`src/rtl/alu_share_ctrl.sv`:
```
// Round-robin front end that time-shares one combinational ALU between NUM_REQ requesters.
// Optional feature macro: ALU_STATS_EN (adds a saturating 16-bit op_count of response handshakes).
module alu_share_ctrl #(
    parameter int  BUS_WIDTH = 8,
    parameter int  NUM_REQ   = 4,
    localparam int ID_W      = $clog2(NUM_REQ)
) (
    input  logic                           clk,
    input  logic                           rst_n,
    input  logic [NUM_REQ-1:0]             req_valid,
    output logic [NUM_REQ-1:0]             req_ready,
    input  logic [NUM_REQ*BUS_WIDTH-1:0]   req_a,
    input  logic [NUM_REQ*BUS_WIDTH-1:0]   req_b,
    input  logic [NUM_REQ*BUS_WIDTH-1:0]   req_imm,
    input  logic [NUM_REQ-1:0]             req_f_imm,
    input  logic [NUM_REQ-1:0]             req_f_add,
    output logic [BUS_WIDTH-1:0]           alu_data_a,
    output logic [BUS_WIDTH-1:0]           alu_data_b,
    output logic [BUS_WIDTH-1:0]           alu_imm,
    output logic                           alu_f_imm,
    output logic                           alu_f_add,
    input  logic [BUS_WIDTH-1:0]           alu_result,
    output logic                           rsp_valid,
    input  logic                           rsp_ready,
    output logic [ID_W-1:0]                rsp_id,
    output logic [BUS_WIDTH-1:0]           rsp_data
`ifdef ALU_STATS_EN
    ,
    output logic [15:0]                    op_count
`endif
);

    typedef enum logic [1:0] {
        IDLE = 2'd0,
        EXEC = 2'd1,
        RESP = 2'd2
    } state_t;

    state_t state_q, state_d;

    logic [BUS_WIDTH-1:0] a_arr   [NUM_REQ];
    logic [BUS_WIDTH-1:0] b_arr   [NUM_REQ];
    logic [BUS_WIDTH-1:0] imm_arr [NUM_REQ];

    generate
        for (genvar gi = 0; gi < NUM_REQ; gi++) begin : g_unpack
            assign a_arr[gi]   = req_a[gi*BUS_WIDTH +: BUS_WIDTH];
            assign b_arr[gi]   = req_b[gi*BUS_WIDTH +: BUS_WIDTH];
            assign imm_arr[gi] = req_imm[gi*BUS_WIDTH +: BUS_WIDTH];
        end
    endgenerate

    logic [ID_W-1:0]      rr_ptr_q, rr_ptr_d;
    logic [ID_W-1:0]      grant_idx;
    logic                 grant_found;
    logic                 grant;

    logic [BUS_WIDTH-1:0] a_q, a_d;
    logic [BUS_WIDTH-1:0] b_q, b_d;
    logic [BUS_WIDTH-1:0] imm_q, imm_d;
    logic                 f_imm_q, f_imm_d;
    logic                 f_add_q, f_add_d;
    logic [ID_W-1:0]      id_q, id_d;
    logic                 rsp_valid_q, rsp_valid_d;
    logic [ID_W-1:0]      rsp_id_q, rsp_id_d;
    logic [BUS_WIDTH-1:0] rsp_data_q, rsp_data_d;

    // Scan from rr_ptr upward with wrap; the first valid requester wins.
    always_comb begin : rr_pick
        int              idx;
        logic [ID_W-1:0] sel;
        grant_found = 1'b0;
        grant_idx   = '0;
        for (int k = 0; k < NUM_REQ; k++) begin
            idx = int'(rr_ptr_q) + k;
            if (idx >= NUM_REQ) begin
                idx = idx - NUM_REQ;
            end
            sel = ID_W'(idx);
            if (!grant_found && req_valid[sel]) begin
                grant_found = 1'b1;
                grant_idx   = sel;
            end
        end
    end

    assign grant = (state_q == IDLE) && grant_found;

    always_ff @(posedge clk) begin
        if (!rst_n) begin
            state_q <= IDLE;
        end else begin
            state_q <= state_d;
        end
    end

    always_comb begin
        state_d = state_q;
        case (state_q)
            IDLE:    if (grant_found) state_d = EXEC;
            EXEC:    state_d = RESP;
            RESP:    if (rsp_ready) state_d = IDLE;
            default: state_d = IDLE;
        endcase
    end

    // Ready is suppressed while reset is asserted so nothing looks accepted during reset.
    always_comb begin
        req_ready = '0;
        if (rst_n && state_q == IDLE && grant_found) begin
            req_ready[grant_idx] = 1'b1;
        end
    end

    always_comb begin
        rr_ptr_d    = rr_ptr_q;
        a_d         = a_q;
        b_d         = b_q;
        imm_d       = imm_q;
        f_imm_d     = f_imm_q;
        f_add_d     = f_add_q;
        id_d        = id_q;
        rsp_valid_d = rsp_valid_q;
        rsp_id_d    = rsp_id_q;
        rsp_data_d  = rsp_data_q;
        if (grant) begin
            a_d      = a_arr[grant_idx];
            b_d      = b_arr[grant_idx];
            imm_d    = imm_arr[grant_idx];
            f_imm_d  = req_f_imm[grant_idx];
            f_add_d  = req_f_add[grant_idx];
            id_d     = grant_idx;
            rr_ptr_d = (grant_idx == ID_W'(NUM_REQ - 1)) ? '0 : grant_idx + 1'b1;
        end
        if (state_q == EXEC) begin
            rsp_data_d  = alu_result;
            rsp_id_d    = id_q;
            rsp_valid_d = 1'b1;
        end
        if (state_q == RESP && rsp_ready) begin
            rsp_valid_d = 1'b0;
        end
    end

    always_ff @(posedge clk) begin
        if (!rst_n) begin
            rr_ptr_q    <= '0;
            a_q         <= '0;
            b_q         <= '0;
            imm_q       <= '0;
            f_imm_q     <= 1'b0;
            f_add_q     <= 1'b0;
            id_q        <= '0;
            rsp_valid_q <= 1'b0;
            rsp_id_q    <= '0;
            rsp_data_q  <= '0;
        end else begin
            rr_ptr_q    <= rr_ptr_d;
            a_q         <= a_d;
            b_q         <= b_d;
            imm_q       <= imm_d;
            f_imm_q     <= f_imm_d;
            f_add_q     <= f_add_d;
            id_q        <= id_d;
            rsp_valid_q <= rsp_valid_d;
            rsp_id_q    <= rsp_id_d;
            rsp_data_q  <= rsp_data_d;
        end
    end

    assign alu_data_a = a_q;
    assign alu_data_b = b_q;
    assign alu_imm    = imm_q;
    assign alu_f_imm  = f_imm_q;
    assign alu_f_add  = f_add_q;
    assign rsp_valid  = rsp_valid_q;
    assign rsp_id     = rsp_id_q;
    assign rsp_data   = rsp_data_q;

`ifdef ALU_STATS_EN
    logic [15:0] op_count_q, op_count_d;

    always_comb begin
        op_count_d = op_count_q;
        if (rsp_valid_q && rsp_ready && op_count_q != 16'hFFFF) begin
            op_count_d = op_count_q + 16'd1;
        end
    end

    always_ff @(posedge clk) begin
        if (!rst_n) begin
            op_count_q <= '0;
        end else begin
            op_count_q <= op_count_d;
        end
    end

    assign op_count = op_count_q;
`endif

endmodule
```
`config.mk`:
```
export PLATFORM = sky130hd
export DESIGN_NAME = alu_share_ctrl
export DESIGN_NICKNAME = d
export VERILOG_FILES = /design/src/rtl/alu_share_ctrl.sv
export SDC_FILE = /design/constraint.sdc
export NUM_CORES = 1
export LEC_CHECK = 0
export ABC_AREA = 1
export BUFFER_PORTS_ARGS = -buffer_cell sky130_fd_sc_hd__buf_4
export CORE_MARGIN = 3
export CORE_UTILIZATION = 40
export DETAILED_ROUTE_END_ITERATION = 7
export PLACE_DENSITY = 0.78
export RECOVER_POWER = 25
export SLEW_MARGIN = 20
export SYNTH_ARGS = -nofsm -noshare
export SYNTH_HDL_FRONTEND = slang
export SYNTH_SLANG_ARGS = --single-unit
```
`constraint.sdc`:
```
create_clock -name clk -period 2.4 [get_ports clk]
set_input_delay 0.48 -clock clk [delete_from_list [all_inputs] [get_ports clk]]
set_output_delay 0.48 -clock clk [all_outputs]
set_load 0.05 [all_outputs]
```
; Word-level counts from Yosys, hierarchy flattened
; Index checks and enable logic that the tools add are counted.
[totals]
register_bits = 43
output_inout_bits = 41
[op_classes]
add_sub_neg = 8
n_lt_le_gt_ge = 11
eq_ne = 5
mux = 40
bitwise_logic = 2
reduce_logical = 14
[op_table]
columns = op, count
row1 = $bmux 8 s2, 3
row2 = $mux 8, 6
row3 = $mux 2, 11
row4 = $lt 2x3->1 const B, 5
row5 = $bmux 1 s2, 6
row6 = $ge 3x3->1 const B, 4
row7 = $mux 1, 11
row8 = $logic_and 1x1->1, 8
row9 = $sub 2x1->2 const B, 4
row10 = $add 2x2->3 const B, 2
row11 = $pmux 2 s3, 1
row12 = $eq 2x2->1 const B, 2
row13 = $mux 4, 1
row14 = $ne 2x2->1 const B, 2
row15 = $add 2x1->3 const B, 1
row16 = $ge 2x3->1 const B, 1
row17 = $logic_not 1->1, 3
row18 = $not 2->3, 1
row19 = $add 2x1->2 const B, 1
row20 = $demux 1 s2, 1
row21 = $eq 2x1->1 const B, 1
row22 = $ge 2x1->1 const B, 1
row23 = $logic_not 2->1, 1
row24 = $reduce_and 2->1, 1
row25 = 2 further kinds, 2

; Longest topological paths before layout
; Gate-level depths: netlist of the first run.
[logic_depth]
ltp_word = 19
ltp_mapped = 16
depth_no_buf = 15

; Worst setup path before layout of the first run
; No wires, ideal clock.
[synth_path]
kind = in2out
startpoint = input port req_valid[1]
endpoint = output port req_ready[1]
arrival_ps = 2546
required_ps = 1920
path_slack_ps = -626
stages = 11
path_buffers = 2
cell_sequence = inv_1 nand2_1 nand3_1 nand2_2 nor2_4 nand3_2 nand2_4 nand2_4 buf_12 buf_8 nor3_1
[synth_via]
elab_chain_len = 17
word_cells_on_any_way = 29
[synth_rtl]
columns = item, line_no
row1 = "start, declared", 10  ; input logic [NUM_REQ-1:0] req_valid,
row2 = $bmux 1 s2, 80  ; if (!grant_found && req_valid[sel]) begin
row3 = $mux 1 (implied by the code), 80
row4 = $mux 1, 80
row5 = $logic_not 1->1, 80
row6 = $logic_and 1x1->1, 80
row7 = $mux 1, 80
row8 = $logic_not 1->1, 80
row9 = $logic_and 1x1->1, 80
row10 = $mux 1, 80
row11 = $logic_not 1->1, 80
row12 = $logic_and 1x1->1, 80
row13 = $mux 2, 80
row14 = $lt 2x3->1 (implied by the code) / $ge 2x1->1 (equally long branches), 111  ; req_ready[grant_idx] = 1'b1;
row15 = $logic_and 1x1->1 (implied by the code), 111
row16 = $mux 1 (implied by the code), 111
row17 = $demux 1 s2, 111
row18 = $mux 4 (*), 110  ; if (rst_n && state_q == IDLE && grant_found) begin
row19 = "end, declared", 11  ; output logic [NUM_REQ-1:0] req_ready,
; Every way passes the cells marked *; elsewhere a longest branch is shown, timed or not. The select of a mux whose other input is x is not followed.

; Worst setup path in the final report of the first run
[layout_path]
startpoint = register rr_ptr_q[0]
endpoint = output port req_ready[3]
[layout_via]
elab_chain_len = 19
word_cells_on_any_way = 44
[layout_rtl]
columns = item, line_no
row1 = "start, declared", 53  ; logic [ID_W-1:0] rr_ptr_q, rr_ptr_d;
row2 = "start signal, assigned", 158  ; rr_ptr_q <= rr_ptr_d;
row3 = branches (longest 18 deep; another with $add 2x1->3), -
row4 = $mux 4 (*), 110
; Mark *: on every way between the ends. The select of a mux whose other input is x is not followed.

==> reports/qor.yml, run 1 <==
timing:
  fin_crit_sh_pct: 102
  finClkSkew_ns: 0.00424
  slew_viol_final: 0
  worst_pin_slew_ns: 0.619
  max_freq_ghz: 0.410
  finalWorstSetupSlack_ns: -0.0395
  tns_ns: -0.136
  timing.slew.headroom_pct: 58.9
  setup_viol: 4
  finalCriticalPeriod_ns: 2.44
  rsz0062_at_grt: "yes"
  hold_viol: 0
synth:
  yosys_warnings: 0
  synth_area_leader_cell: "dfxtp_1"
  ys_seq_elements: 43
  synth-simple-area-share_pct: 53.3
  ys_types: 26
  syn_nets: 604
  synthMuxAreaShare_pct: 0
  yosys-top-cells-area: "dfxtp_1 30%, nand2_1 20%, nand3_1 16%"
  synthXorXnorAreaFrac_pct: 0
  yosysSeqAreaShare_pct: 30.1
  syn_avg_cell_area_um2: 5.91
  netlist_area_mm2: 0.00286
  synth_cells: 485
  synth-compound-area-share_pct: 6.20
  synth_top_family_by_area: "simple AND/OR/NAND/NOR gates"
  synth_top_area_share_pct: 30.1
  synthAdderAreaFrac_pct: 0
clocking:
  clock_path_buffers: 2
  clkLatencyLatePin_ns: 0.29
  cts_buffers: 5
  clk_pin_slew_ns: 0.08
  clkSinkCount: 43
  hold_buffers: 0
  cts_tree: "built"
  cts_root_buffer: "clkbuf_8"
  htree_levels: 2
worst_setup_path:
  worst_setup_path_end_kind: "primary output"
  path_class: "reg -> out"
  rr_startpoint: "rr_ptr_q[0]"
  setup.worst_path.start: "rr_ptr_q[0]"
  start_kind: "register"
  crit_family: "simple AND/OR/NAND/NOR gates"
  cpMostUsedCell: "nand2_2"
  cp_num_buf_inv: 3
  path_max_fanout: 5
  required_ns: 1.92
  critPathMaxStageDelay_ns: 0.37
  worstPathArrival_ns: 1.96
  path_cells: "buf_8 > nand2_2 > nand2_2 > nand2_2 > nand2_2 > nor2_4 > nand2_2 > or2_1 > nand2_2 > inv_2 > nand2_4 > nor3_4 > buf_6"
  slowest_stage: "dfxtp_4"
floorplan:
  core_area_mm2: 0.00687
  rows: 30
  die-area_mm2: 0.00821
  die_h_um: 90.6
  die_w_um: 90.6
  floorplan.initialDensity_pct: 41.7
  io-pin-count: 160
drt:
  first_pass_iters: 5
  drt-vias-per-instance: 4.98
  ant_nets: 0
  drc_errors: 0
  num_vias: 3703
  first_iter_violations: 168
  wl_um: 9650
  wl_per_cell_um: 13.0
outcome:
  violations: "negative setup slack"
  status: "finished with violations"
min_path:
  hp-start: "rsp_ready"
  hp-class: "in -> reg"
cells_and_area:
  nets: 766
  layout-drive-gt1-share_pct: 35.5
  nFillCells: 659
  antenna_cells: 0
  syn_to_final_growth_pct: 56.0
global_routing:
  grt_max_degree: 44
  grt.total_usage_pct: 22.7
  grt_pass1_wl_um: 15600
  antenna_found_initial: 0
  grt.overflow.total: 0
  grt_pass1_vias: 3393
placement:
  dp_hpwl_um: 7200
  gp_congestion: 0.977
  io_buffers: 159
  preCtsSetupSlack_ns: 0.00173
power:
  peakVddDrop_mv: 0.835
  powerDensity_mw_per_mm2: 1550
  p_leak_nw: 2.42
job:
  maxCapViolations: 0
-- sequential cells by signal, indices dropped and copies added, names as in the netlist --
register and cells:
rsp_id 2, state_q 2, alu_f_add 1, rr_ptr_q 2, rsp_valid 1, alu_data_a 8, alu_f_imm 1, id_q 2
rsp_data 8, alu_imm 8, alu_data_b 8
-- final cells by class --
type	count	area (µm²)	share of cell area, %
Timing Repair Buffer	186	1410	31.6
Multi-Input combinational cell	382	1870	41.8
Inverter	29	114	2.55
Sequential cell	43	868	19.4
Clock inverter	2	12.5	0.280
Clock buffer	6	72.6	1.62
Tap cell	96	120	2.69
-- worst reg2reg max path: stages (launching register included) --
cell and delay [ns]:
dfxtp_4 0.39, buf_8 0.14, nand2_2 0.05, nand2_2 0.11
nand2_2 0.06, nand2_2 0.08, nor2_4 0.05, nand2_1 0.05
nand2_1 0.06, buf_4 0.14, nor2_4 0.14, buf_4 0.29
nor2_8 0.10, nand2_1 0.07, nand2_1 0.05, nor2_1 0.14
nor2_1 0.05
-- synth_stat cells (all sizes together) --
cell type / instances
o21ai: 28
clkbuf: 10
nand3b: 1
nor2: 84
inv: 29
nand3: 96
dfxtp: 43
a21oi: 5
nand4: 1
nand2: 161
nor3: 3
a31oi: 2
buf: 21
or2: 1
-- worst paths after layout --
check	to	slack [ns]	depth (start not counted)
min	rsp_valid	0.38	2
max	req_ready[3]	-0.04	13
min reg2reg	rsp_id[1]	0.49	2
max reg2reg	alu_data_b[7]	0.31	16
-- repair_timing --
item | 4_1_cts | 5_1_grt
pin swaps | 8 | 8
hold endpoints to repair | 0 | 0
endpoints found under the setup margin | 4 | 4
resized for setup | 24 | 18
gates cloned | 1 | 0
buffers inserted | 7 | 4
-- cell families after synthesis --
group,Yosys count
AO/OA/AOI/OAI,35
buffers and inverters,60
flip-flops,43
AND/OR/NAND/NOR,347
-- routing by layer --
layer	share of wire, %	wire (µm)	track usage [%]	vias to the layer above
li1	-	-	-	1865
met5	0	0	0	-
met2	49	4700	40.7	189
met4	1.1	102	5.10	0
met1	40	3870	26.0	1639
met3	10	972	7.25	10
-- cell usage in the layout (no fill, tap or decap), types with 8 or more instances in the layout --
master    count
buf_4       169
clkbuf_1     10
dfxtp_1      41
inv_1        25
nand2_1     140
nand2_2      12
nand2_4       8
nand3_1      86
nand3_2       8
nor2_1       78
o21ai_0      23
-- report_power, final --
group          leakage, nW  switching (mW)  internal, mW  total, mW
clock network       0.0412           0.248         0.204      0.451
logic                 2.02            3.47          1.85       5.32
registers            0.358           0.146         0.990       1.14
-- metrics by stage --
step / instance area, µm² / std cells / power, mW / hold slack (ns) / util (%)
after floorplan: 2910 / 485 / 4.93 / 0.450 / -
after global placement: 4160 / 724 / 5.95 / 0.461 / 60.6
after detailed placement: 4160 / 724 / 6.03 / 0.472 / 60.6
after CTS: 4400 / 740 / 6.80 / 0.374 / 64.1
after global routing: 4470 / 744 / 7.55 / 0.384 / 65.0
final: 4470 / 744 / 6.91 / 0.379 / 65.0
Power figures use the tool's default switching activity.
==> run 2, diff against run 1 <==
ABC_AREA = not set   (was 1)
PLACE_DENSITY = 0.83   (was 0.78)
==> reports/qor.yml, run 2 <==
floorplan:
  die_w_um: 82.7  # -8.7%
  die_h_um: 82.7  # -8.7%
  rows: 27  # -10%
  core_area_mm2: 0.00561  # -18%
  die-area_mm2: 0.00684  # -17%
  floorplan.initialDensity_pct: 42.0  # +0.27 points
  io-pin-count: 160  # unchanged
timing:
  finalCriticalPeriod_ns: 2.21  # -0.226 ns
  tns_ns: 0  # +0.136 ns
  rsz0062_at_grt: "no"
  timing.slew.headroom_pct: 31.6  # -27 points
  slew_viol_final: 0  # unchanged
  worst_pin_slew_ns: 1.03  # +0.406 ns
  max_freq_ghz: 0.452  # +10%
  finalWorstSetupSlack_ns: 0.187  # +0.226 ns
  fin_crit_sh_pct: 92.2  # -9.4 points
  setup_viol: 0  # -4
  finClkSkew_ns: 0.00850  # +0.00426 ns
  hold_viol: 0  # unchanged
worst_setup_path:
  rr_worst_depth: 5  # -11
  path_class: "reg -> out"
  required_ns: 1.92  # about the same
  path_max_fanout: 10  # +5
  reg2reg_to: "alu_imm[0]"
  critPathMaxStageDelay_ns: 0.40  # +0.03 ns
  cpMostUsedCell: "buf_4"
  worstPathArrival_ns: 1.73  # -0.23 ns
  r2r_slack_ns: 0.34  # +0.03 ns
  rr_startpoint: "rr_ptr_q[1]"
  worst_setup_path_end_kind: "primary output"
  start_kind: "register"
  path_cells: "buf_4 > inv_1 > a21oi_1 > o221a_2 > and2_1 > buf_4"
  slowest_stage: "dfxtp_1"
clocking:
  htree_levels: 2  # unchanged
  clk_pin_slew_ns: 0.08  # about the same
  cts.repair.resized: 0  # -100%
  clkSinkCount: 43  # unchanged
  clock_path_buffers: 2  # unchanged
  hold_buffers: 0  # unchanged
  clkLatencyLatePin_ns: 0.29  # about the same
  cts_tree: "built"
  postCtsSetupRepairBufs: 0  # -7
  cts_root_buffer: "clkbuf_8"
  cts_buffers: 5  # unchanged
global_routing:
  grt_pass1_wl_um: 12300  # -21%
  grt.overflow.total: 0  # unchanged
  grt_pass1_vias: 2606  # -23%
  grt.total_usage_pct: 23.4  # +0.70 points
  antenna_found_initial: 0  # unchanged
  grt_max_degree: 45  # +2.3%
synth:
  synth_most_common_cell: "nand2_1"
  yosysSeqAreaShare_pct: 36.6  # +6.5 points
  ys_types: 33  # +27%
  syn_nets: 398  # -34%
  synth_top_area_share_pct: 36.6  # +6.5 points
  synth_cells: 279  # -42%
  synthArstFlopShare_pct: 0  # unchanged
  yosys_warnings: 0  # unchanged
  ys_seq_elements: 43  # unchanged
  netlist_area_mm2: 0.00235  # -18%
  synthFlopType: "dfxtp_1"
  synth_area_leader_cell: "dfxtp_1"
  synth_edf_count: 0  # unchanged
  syn_avg_cell_area_um2: 8.44  # +43%
  synth_common_cells: "46 x nand2_1, 43 x dfxtp_1, 32 x a21oi_1"
  yosys-top-cells-area: "dfxtp_1 37%, mux2_2 10%, a221oi_1 9.7%"
cells_and_area:
  layout_commonest_cell: "buf_4"
  nets: 548  # -28%
  mostFrequentLayoutCells: "148 x buf_4, 46 x nand2_1, 43 x dfxtp_1, 32 x a21oi_1, 30 x o21ai_0"
  layout-drive-gt1-share_pct: 42.3  # +6.8 points
  syn_to_final_growth_pct: 53.2
  antenna_cells: 0  # unchanged
drt:
  num_vias: 2774  # -25%
  first_pass_iters: 4  # -1
  wl_per_cell_um: 16.7  # +29%
  drc_errors: 0  # unchanged
  ant_nets: 0  # unchanged
  drt-vias-per-instance: 5.53  # +11%
  first_iter_violations: 106  # -37%
  wl_um: 8370  # -13%
min_path:
  min_path_cells: 3  # +1
  hp-class: "in -> reg"
  hold-path-endpoint: "rsp_data[2]"
  hp-start: "alu_result[2]"
power:
  peakVddDrop_mv: 0.354  # -58%
  p_leak_nw: 1.59  # -35%
  powerDensity_mw_per_mm2: 678  # -56%
placement:
  preCtsSetupSlack_ns: 0.0830  # +0.0812 ns
  dp_hpwl_um: 6060  # -16%
  gp_congestion: 0.824  # -16%
  io_buffers: 159  # unchanged
outcome:
  status: "completed"
job:
  maxCapViolations: 0  # unchanged
run 2: per-layer routing:
layer,share of wire (%),global-route usage [%],vias up
met3,7.3,6.07,10
li1,-,-,1324
met1,40,27.1,1319
met4,1.2,5.88,0
met5,0,0,-
met2,52,42.4,121
run 2: logic make-up (layout without fill, tap and decap cells):
kind of cell	count (synthesis)	after routing	share of synthesized area (%)
mux	27	27	12.6
simple gates	71	71	13.5
flops	43	43	36.6
buf+inv	27	178	5.90
compound gates	111	111	31.5
run 2: area by class of cell:
type                    instances  area (µm²)
inverters                       3        11.3
repair buffers                167        1180
clock inverters                 1        5.00
well taps                      72        90.1
multi-input cells             209        1380
fillers                       546        2000
flip-flops and latches         43         861
clock buffers                   7        76.3
run 2: critical path, delay by kind of cell (launching register included):
kind	cells	cell delay, ns
AO/OA/AOI/OAI	2	0.44
AND/OR/NAND/NOR	1	0.15
flip-flops	1	0.40
buffers and inverters	3	0.47
run 2: where the power goes:
part | internal, mW | total, mW | leakage, nW | switching (mW)
registers | 0.812 | 0.873 | 0.356 | 0.0604
logic | 0.423 | 1.13 | 1.19 | 0.705
clock network | 0.205 | 0.444 | 0.0422 | 0.240
total | 1.44 | 2.45 | 1.59 | 1.01
run 2: through the flow:
stage	hold slack (ns)	power [mW]	util (%)	cells	cell area, µm²
after floorplan	0.441	1.63	-	279	2350
after global placement	0.450	2.03	64.1	494	3600
after detailed placement	0.461	2.06	64.1	494	3600
after CTS	0.440	2.50	65.6	502	3680
after global routing	0.439	2.57	64.3	502	3610
final	0.447	2.45	64.3	502	3610
run 2: worst max path at each step:
stage | startpoint | to | slack (ns) | depth (start not counted)
after floorplan | req_valid[0] | req_ready[1] | 0.1 | 5
after global placement | req_valid[1] | alu_data_a[7] | 0.17 | 6
after detailed placement | req_valid[1] | alu_imm[0] | 0.08 | 6
after CTS | rr_ptr_q[1] | req_ready[3] | 0.18 | 6
after global routing | rr_ptr_q[1] | req_ready[3] | 0.07 | 6
final | rr_ptr_q[1] | req_ready[3] | 0.19 | 6
